===== src/rtl/mux_pkg.sv =====
// Shared constants and helpers for the streaming multiplexer family.
// Included first so every mux block sees the same mode encoding.
package mux_pkg;

  localparam int MUX_MODE_FIXED = 0;
  localparam int MUX_MODE_RR    = 1;

  function automatic int idx_w(input int n);
    return (n > 1) ? $clog2(n) : 1;
  endfunction

endpackage


===== src/rtl/rr_arbiter.sv =====
// Combinational round-robin arbiter: first requester at or above ptr,
// wrapping, produces a one-hot grant plus its binary index.
module rr_arbiter
  import mux_pkg::*;
#(
  parameter  int N  = 4,
  localparam int SW = idx_w(N)
) (
  input  logic [N-1:0]  req,
  input  logic [SW-1:0] ptr,
  input  logic          en,
  output logic [N-1:0]  gnt,
  output logic [SW-1:0] gnt_idx
);

  int          j;
  logic [SW-1:0] jj;
  logic        found;

  always_comb begin
    gnt     = '0;
    gnt_idx = '0;
    found   = 1'b0;
    j       = 0;
    jj      = '0;
    for (int k = 0; k < N; k++) begin
      j  = (int'(ptr) + k) % N;
      jj = SW'(j);
      if (en && !found && req[jj]) begin
        gnt[jj] = 1'b1;
        gnt_idx = jj;
        found   = 1'b1;
      end
    end
  end

endmodule


===== src/rtl/stream_mux_rr.sv =====
// N-channel valid/ready stream mux with a registered output stage and
// fixed-select or round-robin channel choice.
module stream_mux_rr
  import mux_pkg::*;
#(
  parameter  int W    = 8,
  parameter  int N    = 4,
  parameter  int MODE = 1,
  localparam int SW   = idx_w(N)
) (
  input  logic          clk,
  input  logic          rst_n,
  input  logic [N*W-1:0] in_data,
  input  logic [N-1:0]  in_valid,
  output logic [N-1:0]  in_ready,
  input  logic [SW-1:0] sel,
  output logic [W-1:0]  out_data,
  output logic          out_valid,
  output logic [SW-1:0] out_chan,
  input  logic          out_ready
);

  logic          load;
  logic          en;
  logic          xfer;
  logic [N-1:0]  req;
  logic [N-1:0]  gnt;
  logic [SW-1:0] gnt_idx;
  logic [SW-1:0] ptr;
  logic [SW-1:0] arb_ptr;

  assign load = !out_valid || out_ready;
  // rst_n gates the grant so no in_ready leaks out during reset
  assign en   = load && rst_n;

  always_comb begin
    req     = in_valid;
    arb_ptr = ptr;
    if (MODE == MUX_MODE_FIXED) begin
      req     = '0;
      arb_ptr = '0;
      if (int'(sel) < N) req[sel] = in_valid[sel];
    end
  end

  rr_arbiter #(.N(N)) u_arb (
    .req     (req),
    .ptr     (arb_ptr),
    .en      (en),
    .gnt     (gnt),
    .gnt_idx (gnt_idx)
  );

  assign in_ready = gnt;
  assign xfer     = |gnt;

  always_ff @(posedge clk or negedge rst_n) begin
    if (!rst_n) begin
      out_data  <= '0;
      out_chan  <= '0;
      out_valid <= 1'b0;
      ptr       <= '0;
    end else if (xfer) begin
      out_data  <= in_data[int'(gnt_idx)*W +: W];
      out_chan  <= gnt_idx;
      out_valid <= 1'b1;
      if (MODE == MUX_MODE_RR)
        ptr <= (int'(gnt_idx) == N-1) ? '0 : gnt_idx + 1'b1;
    end else if (out_ready) begin
      out_valid <= 1'b0;
    end
  end

endmodule

===== config.mk =====
export PLATFORM = sky130hd
export DESIGN_NAME = stream_mux_rr
export DESIGN_NICKNAME = d
export VERILOG_FILES = /design/src/rtl/mux_pkg.sv /design/src/rtl/rr_arbiter.sv /design/src/rtl/stream_mux_rr.sv
export SDC_FILE = /design/constraint.sdc
export NUM_CORES = 1
export LEC_CHECK = 0
export ABC_CLOCK_PERIOD_IN_PS = 2850
export CORE_MARGIN = 8
export CORE_UTILIZATION = 39
export CTS_BUF_LIST = sky130_fd_sc_hd__clkbuf_2 sky130_fd_sc_hd__clkbuf_4 sky130_fd_sc_hd__clkbuf_8
export DETAILED_ROUTE_END_ITERATION = 6
export PLACE_DENSITY = 0.79
export SYNTH_ARGS = -nofsm -noshare
export SYNTH_HDL_FRONTEND = slang
export SYNTH_SLANG_ARGS = --single-unit

===== constraint.sdc =====
create_clock -name clk -period 2.85 [get_ports clk]
set_input_delay 0.285 -clock clk [delete_from_list [all_inputs] [get_ports clk]]
set_output_delay 0.285 -clock clk [all_outputs]
set_load 0.01 [all_outputs]

* Word-level counts from Yosys, hierarchy flattened
Cells that the tools add are included.
** Storage, ports and cells
- Bits in registers :: 13
- Bits of input ports :: 41
- Output and inout port bits :: 15
- Word-level logic and storage cells :: 70
** Cells by class
- $add $sub $neg :: 4
- Order comparisons :: 8
- Eq/ne operators :: 1
- Shifts and indexed selects :: 1
- Mux-type cells :: 30
- Bitwise operators :: 3
- Reductions and logical operators :: 19
** Operators by type and width (number)
- variable part select 32 x 6 -> 8 bit :: 1
- 2-to-1 mux 4 bit :: 4
- 2-to-1 mux 1 bit :: 13
- logical AND 1 bit :: 12
- less-than comparator 2 x 3 -> 1 bit, second input constant :: 4
- bitwise OR 4 bit :: 3
- 2-to-1 mux 2 bit :: 5
- binary-select mux 1 bit (select 2 bit) :: 4
- demux 1 bit (select 2 bit) :: 4
- greater-or-equal comparator 2 x 1 -> 1 bit, second input constant :: 4
- adder 2 x 1 -> 2 bit, second input constant :: 2
- adder 2 bit, second input constant :: 2
- logical NOT 1 bit :: 4
- OR reduction 4 bit :: 1
- equality test 2 x 1 -> 1 bit, second input constant :: 1
- nonzero test 2 bit :: 1
- logical OR 1 bit :: 1

* Logic depth before layout (Yosys ltp)
Gate-level depths: netlist of run 1.
- Depth after elaboration :: 19
- Mapped depth :: 12
- Gate-level depth less buffers :: 11

* By module
From an unflattened synthesis of run 1, not the netlist that was laid out.
** Second synthesis, totals
- Cells, all modules :: 116
- Area total of the unflattened synthesis :: 1317.5 µm²
** Modules (own cells, without submodules)
- stream_mux_rr :: instances 1, cells an instance 42, area each 716.9 µm², seq. area each 325.3 µm²
- rr_arbiter :: instances 1, cells an instance 74, area each 600.6 µm², seq. area each 0.0 µm²

* Least setup slack after synthesis of run 1
OpenSTA, ideal clock, no wires.
- Kind :: register -> register
- From :: register ptr[0], in the netlist arb_ptr[0]
- To :: register out_data[1]
- Library setup time :: 0.125 ns
- Arrival :: 2.883 ns
- Setup slack :: -0.158 ns
- Cell stages (with the launch flop) :: 12
- Buffers on the path :: 2
- Cells stage by stage :: dfrtp_1 buf_6 inv_1 ha_1 mux4_1 nor2b_4 nor3b_1 a22oi_1 o21ai_0 nor4_4 buf_4 mux2_2
** Between the ends
- Word-level cells in the longest chain between the ends :: 17
- Elaborated cells between the ends (all ways) :: 57
** RTL lines
- start, declared :: line stream_mux_rr.sv:29 : logic [SW-1:0] ptr;
- start signal, assigned :: line stream_mux_rr.sv:68 : ptr <= (int'(gnt_idx) == N-1) ? '0 : gnt_idx + 1'b1;
- parallel branches: the longest is 15 deep, another holds less-than comparator 2 x 3 -> 1 bit
- 2-to-1 mux 4 bit * :: line rr_arbiter.sv:29 : if (en && !found && req[jj]) begin
- via in_ready[0] :: line stream_mux_rr.sv:15 : output logic [N-1:0] in_ready,
- OR reduction 4 bit * :: line stream_mux_rr.sv:55 : assign xfer = |gnt;
- end signal, assigned :: line stream_mux_rr.sv:64 : out_data <= in_data[int'(gnt_idx)*W +: W];
- end, declared :: line stream_mux_rr.sv:17 : output logic [W-1:0] out_data,
Mark *: on every way through the listed nets, which the timed path passes. The select of a mux whose other input is x is not followed.
A chain may end at the register's enable or synchronous reset.

* Worst setup path after layout of run 1
- From :: register ptr[0], in the netlist arb_ptr[0]
- To :: register out_data[2]
** Between the ends
- Word-level cells in the longest chain between the ends :: 17
- Elaborated cells between the ends (all ways) :: 57
** RTL lines (line)
- binary-select mux 1 bit (select 2 bit) :: rr_arbiter.sv:29
- 2-to-1 mux 1 bit (implied by the code) :: rr_arbiter.sv:29
- logical AND 1 bit :: rr_arbiter.sv:29
- 2-to-1 mux 1 bit :: rr_arbiter.sv:29
- logical NOT 1 bit :: rr_arbiter.sv:29
- logical AND 1 bit (2 in series) :: rr_arbiter.sv:29
- 2-to-1 mux 1 bit :: rr_arbiter.sv:29
- logical NOT 1 bit :: rr_arbiter.sv:29
- logical AND 1 bit (2 in series) :: rr_arbiter.sv:29
- 2-to-1 mux 1 bit :: rr_arbiter.sv:29
- logical NOT 1 bit :: rr_arbiter.sv:29
- logical AND 1 bit (2 in series) :: rr_arbiter.sv:29
- 2-to-1 mux 2 bit / 2-to-1 mux 4 bit (equally long branches) :: rr_arbiter.sv:29
- variable part select 32 x 6 -> 8 bit / OR reduction 4 bit (equally long branches) :: stream_mux_rr.sv:64, stream_mux_rr.sv:55
Several ways; a longest one is shown, not always the timed one. The select of a mux whose other input is x is not followed.

==> summary.md, run 1 <==
| Metric | Value |
|---|---|
| Synthesis-stage register bit count | 13 |
| Worst path required time | 3.02 ns |
| Worst setup slack after layout | 0.04249 ns |
| Vias post-DR | 1242 |
| Beginning of the worst register-to-register path | arb_ptr[0] |
| Max Transition Viols Final | 0 |
| Pin count of the biggest net entering global routing | 16 |
| Max Clk Rate | 356.2 MHz |
| Setup TNS | 0 ns |
| Leading post-synthesis cells by cell area | sky130_fd_sc_hd__dfrtp_1, sky130_fd_sc_hd__mux4_2, sky130_fd_sc_hd__ha_1 |
| Worst slack on hold paths | 0.3714 ns |
| CP max FO | 9 |
| Proportion of power drawn by flip-flops and latches | 14.5% |
| Static leakage power | 1.008 nW |
| Number of diodes | 0 |
| Net switching power of the design | 0.0008671 W |
| Dominant synthesized flop cell | sky130_fd_sc_hd__dfrtp_1 |
| Combinational fraction of design power | 80.1% |
| Largest stage delay on the critical path | 0.57 ns |
| Final #Nets | 237 |
| Number of violations reported at the end of detailed-routing iteration 0 | 65 |
| Via-to-Cell Ratio | 5.671 |
| Clock latency on the worst-skew pair | 0.28 ns |
| Clock group share of total power | 5.4% |
| Status | finished clean |
| Crit-path most repeated cell | sky130_fd_sc_hd__mux4_2 |
| Via count of the first global-routing pass | 1406 |
| Global-route congestion overflow total | 0 |
| Async set or reset register ratio after synthesis | 100.0% |
| Shortest period the worst path allows | 2.808 ns |
| VDD IR max | 0.5137 mV |
| Setup crit start | arb_ptr[0] |
| Count of clock tree sinks | 13 |
| Placeable core region | 3003 sq um |
| Clock input transition at the sequential cells of the worst setup and hold paths | 0.08 ns |
| Number of port buffers | 53 |
| Power Density | 1055 nW/um^2 |
| Critical Path Start Type | flip-flop |
| Wire length of the first global-routing pass | 6203 um |
| Post-Synthesis Cell Area | 1216 sq um |
| Num CTS Buffers | 3 |
| Final cell count without fillers | 219 |
| Top-area cell type share of the netlist area | 26.75% |
| Wire length per cell | 18.21 um |
| Most numerous cell in the Yosys netlist | sky130_fd_sc_hd__dfrtp_1 |
| Estimated wirelength of the detail-placed design | 3017 um |
| Number of detailed-routing iterations run before antenna repair | 4 |
| Total count of hold-check failures in the final report | 0 |
| Die Y-Extent | 71.84 um |
| Type of the worst min-delay path | in -> async |
| Number of flops mapped to enable cells by yosys | 0 |
| Drt drc | 0 |
| Area of the die | 5161 sq um |
| Yosys cell types | 32 |
| Max Buffers Root-to-Sink | 2 |
| Setup Slack @ Placement | -0.2191 ns |
| Share of final-layout standard cells stronger than drive strength 1 | 43.01% |
| Worst reg-to-reg setup slack | 0.04 ns |
| Switching fraction of total power | 37.46% |
| Setup-violating endpoint count in the final report | 0 |
| CP Data Arrival Time | 2.98 ns |
| CTS Root Buffer Type | sky130_fd_sc_hd__clkbuf_4 |
| Least-Margin Pin Slew | 0.3571 ns |
| Filler instances | 217 |
| Number of antenna violations at the first check in global routing | 0 |
| Internal power summed over all cells | 0.001447 W |
| Top cell types by occurrence after synthesis | sky130_fd_sc_hd__dfrtp_1, sky130_fd_sc_hd__a22oi_1, sky130_fd_sc_hd__ha_1, sky130_fd_sc_hd__mux2_2, sky130_fd_sc_hd__mux2i_1 |
| Kind of cell adding the most delay to the critical path | multiplexers |
| Highest-delay cell along the critical path | sky130_fd_sc_hd__mux4_2 |
| Clock Skew | 0.002325 ns |
| Net count after synthesis | 149 |
| Number of top-level pins | 56 |
| Cell count after synthesis | 99 |
| Relative area change from synthesis to final layout | 80.35% |
| Wirelength, routed | 3989 um |
| Relative max-transition margin | 75.57% |
| # rows | 20 |
| Depth of the most critical reg-to-reg path | 8 |
| H-Tree Depth | 1 |
| Fraction of the cycle the final worst path needs | 98.51% |
| Sequential element share of the synthesized area | 26.75% |
| Horizontal die dimension | 71.84 um |
| Number of cells after detailed placement | 202 |
| Count of synthesis-stage warnings from yosys | 0 |
| Max-cap viol count | 0 |
| Setup crit end kind | flip-flop |
| Combined global-route utilization of all metal layers | 14.93% |
| Levels on crit path | 8 |
| Worst Path Class, Setup | reg -> reg |
| Global placement routability congestion | 0.8373 |
| Destination of the critical timing path | out_data[2] |
| Cell accounting for the most synthesized area | sky130_fd_sc_hd__dfrtp_1 |
| Initial standard-cell utilization of the core | 40.50% |
| Worst path buffer plus inverter count | 2 |
| Average instance area after synthesis | 12.28 sq um |
| Setup repair after global routing missed its margin | true |
| Post-route ant nets | 0 |
| CTS tree | done |
| Worst R2R End | out_data[2] |
| Cell Chain, Critical Path | buf_8 > mux4_2 > buf_4 > or2_1 > o32ai_2 > nand3_4 > mux4_2 > mux2_4 |
## per-stage QoR
stage          util [%]  power, W  cell area, sq um
2_1_floorplan         -  0.001187              1235
3_3_place_gp      64.54  0.001683              1938
3_5_place_dp      64.54  0.001734              1938
4_1_cts           67.04  0.001916              2013
5_1_grt           73.04  0.002446              2193
6_report          73.04  0.002314              2193
## state kept, by name, summed over array words and instances (netlist names)
register	cells
out_chan	2
out_valid	1
out_data	8
arb_ptr	2
## worst min-delay path by stage
stage	endpoint	slack (ns)
2_1_floorplan	arb_ptr[0]	-0.01
3_3_place_gp	out_chan[1]	0.48
3_5_place_dp	out_chan[1]	0.49
4_1_cts	out_data[2]	0.36
5_1_grt	out_data[2]	0.39
6_report	out_data[2]	0.37
## area by class of cell
| class | count | area, sq um | share of cell area [%] |
|---|---|---|---|
| flip-flops and latches | 13 | 326.6 | 14.89 |
| inverters | 4 | 22.52 | 1.027 |
| repair buffers | 87 | 814.5 | 37.14 |
| well taps | 33 | 41.29 | 1.882 |
| clock buffers | 4 | 30.03 | 1.369 |
| multi-input cells | 78 | 958.4 | 43.70 |
## power by group through the flow
| stage | logic (W) | clock network, W | registers, W |
|---|---|---|---|
| floorplan | 0.000819 | 0 | 0.000368 |
| global placement | 0.00136 | 0 | 0.000324 |
| detailed placement | 0.00141 | 0 | 0.000327 |
| CTS | 0.00146 | 0.000128 | 0.000326 |
| global route | 0.00197 | 0.000136 | 0.000344 |
| finish | 0.00185 | 0.000126 | 0.000336 |
## worst register-to-register path, cell delays in order, from the launching register on
cell and delay, ns:
sky130_fd_sc_hd__dfrtp_2 0.42, sky130_fd_sc_hd__buf_8 0.15, sky130_fd_sc_hd__mux4_2 0.57, sky130_fd_sc_hd__buf_4 0.18, sky130_fd_sc_hd__or2_1 0.25, sky130_fd_sc_hd__o32ai_2 0.32
sky130_fd_sc_hd__nand3_4 0.19, sky130_fd_sc_hd__mux4_2 0.34, sky130_fd_sc_hd__mux2_4 0.29
## cells in the final DEF, fill, tap and decap left out, types with 2 or more instances in the layout
| cell | count |
|---|---|
| sky130_fd_sc_hd__mux4_2 | 9 |
| sky130_fd_sc_hd__buf_4 | 30 |
| sky130_fd_sc_hd__clkbuf_4 | 4 |
| sky130_fd_sc_hd__nor2b_1 | 2 |
| sky130_fd_sc_hd__dlygate4sd2_1 | 2 |
| sky130_fd_sc_hd__dfrtp_1 | 12 |
| sky130_fd_sc_hd__nor4_4 | 2 |
| sky130_fd_sc_hd__a22oi_2 | 2 |
| sky130_fd_sc_hd__a21oi_1 | 2 |
| sky130_fd_sc_hd__mux2i_1 | 9 |
| sky130_fd_sc_hd__a22oi_1 | 8 |
| sky130_fd_sc_hd__o21ai_2 | 3 |
| sky130_fd_sc_hd__clkbuf_2 | 2 |
| sky130_fd_sc_hd__mux2_4 | 12 |
| sky130_fd_sc_hd__nand2b_1 | 2 |
| sky130_fd_sc_hd__nand2_1 | 3 |
| sky130_fd_sc_hd__ha_1 | 8 |
| sky130_fd_sc_hd__nor2_1 | 2 |
| sky130_fd_sc_hd__clkdlybuf4s50_1 | 49 |
## per-layer routing
metal | track usage (%) | wire [um]
met2 | 26.62 | 2034
met1 | 14.85 | 1539
met5 | 0 | 0
met3 | 5.021 | 323
met4 | 8.163 | 91
## logic make-up (layout without fill, tap and decap cells)
logic type / after synthesis / count (layout) / synth area share (%)
flops: 13 / 13 / 26.75
simple gates: 17 / 17 / 9.979
mux: 31 / 31 / 36.42
fa+ha+maj: 9 / 9 / 9.259
compound gates: 21 / 21 / 13.07
buf+inv: 8 / 95 / 4.527
## what timing repair did
item                       4_1_cts  5_1_grt
pin swaps                        2        6
hold buffers                     0        0
setup buffers                    2       10
gates cloned                     0        1
setup endpoints to repair        4       16
gates resized for setup         10       26
Power figures use the tool's default switching activity.
==> run 2, diff against run 1 <==
Settings changed: CORE_MARGIN 8 to not set.
==> run 2 against run 1 <==
Compared with the run above:
- the flow now finishes with violations (design-rule violations)
- worst setup slack gained 0.0042 ns
- core utilization rose by 3.3 points
- critical path depth up 3
- die area shrank 35%
- critical path type unchanged
==> summary.md, run 2 (synthesized netlist as in run 1, its figures left out) <==
| Metric | Value |
|---|---|
| Area of the die | 3345 sq um |
| Via count of the first global-routing pass | 1213 |
| Setup crit start | arb_ptr[0] |
| CP Data Arrival Time | 2.97 ns |
| Wirelength, routed | 3569 um |
| Via-to-Cell Ratio | 5.535 |
| Total count of hold-check failures in the final report | 0 |
| Drt drc | 2 |
| Fraction of the cycle the final worst path needs | 98.36% |
| Worst path required time | 3.02 ns |
| Relative area change from synthesis to final layout | 79.12% |
| Estimated wirelength of the detail-placed design | 2610 um |
| Beginning of the worst register-to-register path | arb_ptr[0] |
| Setup crit end kind | flip-flop |
| Setup TNS | 0 ns |
| Setup-violating endpoint count in the final report | 0 |
| Max Transition Viols Final | 0 |
| Crit-path most repeated cell | sky130_fd_sc_hd__buf_4 |
| Depth of the most critical reg-to-reg path | 11 |
| Destination of the critical timing path | out_data[6] |
| Static leakage power | 1.001 nW |
| Least-Margin Pin Slew | 0.4368 ns |
| Number of violations reported at the end of detailed-routing iteration 0 | 40 |
| # rows | 19 |
| Max Buffers Root-to-Sink | 2 |
| Die Y-Extent | 57.84 um |
| Status | complete, but fails checks |
| Most common cell after layout, fill and taps aside | sky130_fd_sc_hd__clkdlybuf4s50_1 |
| Type of the worst min-delay path | in -> async |
| H-Tree Depth | 1 |
| Wire length of the first global-routing pass | 5395 um |
| Initial standard-cell utilization of the core | 42.63% |
| Share of final-layout standard cells stronger than drive strength 1 | 41.40% |
| Number of antenna violations at the first check in global routing | 0 |
| VDD IR max | 0.5726 mV |
| Clock input transition at the sequential cells of the worst setup and hold paths | 0.08 ns |
| Max Clk Rate | 356.7 MHz |
| Number of diodes | 0 |
| CP max FO | 6 |
| Clock Skew | 0.0007642 ns |
| Worst reg-to-reg setup slack | 0.05 ns |
| Vias post-DR | 1201 |
| CTS tree | done |
| Hold-fix buffer count after cts | 0 |
| Final #Nets | 237 |
| Placeable core region | 2853 sq um |
| Worst R2R End | out_data[6] |
| Violated checks | design-rule violations |
| Power Density | 1051 nW/um^2 |
| Worst Path Class, Setup | reg -> reg |
| Count of clock tree sinks | 13 |
| Number of port buffers | 53 |
| Wire length per cell | 16.45 um |
| Setup repair after global routing missed its margin | true |
| Highest-delay cell along the critical path | sky130_fd_sc_hd__mux4_2 |
| Summed area of non-filler cells in the final layout | 2178 sq um |
| Register bank with the most flops | out_data |
| CTS Root Buffer Type | sky130_fd_sc_hd__clkbuf_4 |
| Relative max-transition margin | 70.13% |
| Total power | 0.002290 W |
| Pin count of the biggest net entering global routing | 16 |
| Global-route congestion overflow total | 0 |
| Clock latency on the worst-skew pair | 0.28 ns |
| Combined global-route utilization of all metal layers | 21.25% |
| Largest register FFs | 8 |
| Num CTS Buffers | 3 |
| Largest stage delay on the critical path | 0.51 ns |
| Global placement routability congestion | 0.8939 |
| Shortest period the worst path allows | 2.803 ns |
| Critical Path Start Type | flip-flop |
| Horizontal die dimension | 57.84 um |
| Top library cells by usage in the layout, fill and taps aside | sky130_fd_sc_hd__clkdlybuf4s50_1, sky130_fd_sc_hd__buf_4, sky130_fd_sc_hd__dfrtp_1 |
| Post-route ant nets | 0 |
| Number of top-level pins | 56 |
| Max-cap viol count | 0 |
| Cell Chain, Critical Path | buf_6 > mux4_2 > nor2b_4 > nor3b_4 > a22oi_1 > o21ai_1 > buf_4 > nor4_4 > buf_4 > clkbuf_16 > mux2_4 |
| Number of detailed-routing iterations run before antenna repair | 6 |
| Area post-placement | 1936 sq um |
## run 2: per-stage QoR
step	utilization [%]	setup WS (ns)	std cells	hold slack, ns
floorplan	-	0.005035	99	-0.01059
global placement	67.85	-0.1261	200	0.4759
detailed placement	67.85	-0.2063	200	0.4888
CTS	70.92	0.01289	207	0.3678
global route	76.36	-0.07965	217	0.3701
finish	76.36	0.04664	217	0.3605
## run 2: timing repair
action,4_1_cts,5_1_grt
gates resized for setup,11,21
endpoints found under the setup margin,4,14
pin swaps,1,4
cloned,0,1
buffers inserted,3,9
## run 2: worst min-delay path by stage
stage | from | endpoint | slack, ns | cells after the start
after global routing | rst_n | out_valid | 0.37 | 2
after global placement | out_chan[1] | out_chan[1] | 0.48 | 1
final | rst_n | out_valid | 0.36 | 2
after floorplan | rst_n | arb_ptr[0] | -0.01 | 0
after detailed placement | out_data[5] | out_data[5] | 0.49 | 1
after CTS | rst_n | out_data[0] | 0.37 | 2
## run 2: area by class of cell
| cell class | instances | area [sq um] |
|---|---|---|
| multi-input cells | 78 | 945.9 |
| repair buffers | 87 | 814.5 |
| fillers | 192 | 674.4 |
| flip-flops and latches | 13 | 326.6 |
| well taps | 31 | 38.79 |
| clock buffers | 4 | 30.03 |
| inverters | 4 | 22.52 |
## run 2: power by group
| part | internal (W) | switching, W | leakage, nW |
|---|---|---|---|
| clock | 0.0000639 | 0.0000599 | 0.0184 |
| combinational | 0.00109 | 0.000749 | 0.828 |
| sequential | 0.000279 | 0.0000513 | 0.154 |
## run 2: critical path: cells and delay by family (launching register included)
| family | cells | cell delay (ns) |
|---|---|---|
| compound gates | 2 | 0.28 |
| buf+inv | 4 | 0.61 |
| flops | 1 | 0.40 |
| mux | 2 | 0.81 |
| simple gates | 3 | 0.59 |
## run 2: per-layer routing
layer | wire [um] | share of wire (%) | GRT usage, % | up-vias
li1 | - | - | - | 564
met1 | 1461 | 41 | 25.04 | 583
met2 | 1873 | 52 | 38.59 | 49
met3 | 183 | 5.1 | 3.125 | 5
met4 | 51 | 1.4 | 8.503 | 0
met5 | 0 | 0 | 0 | -
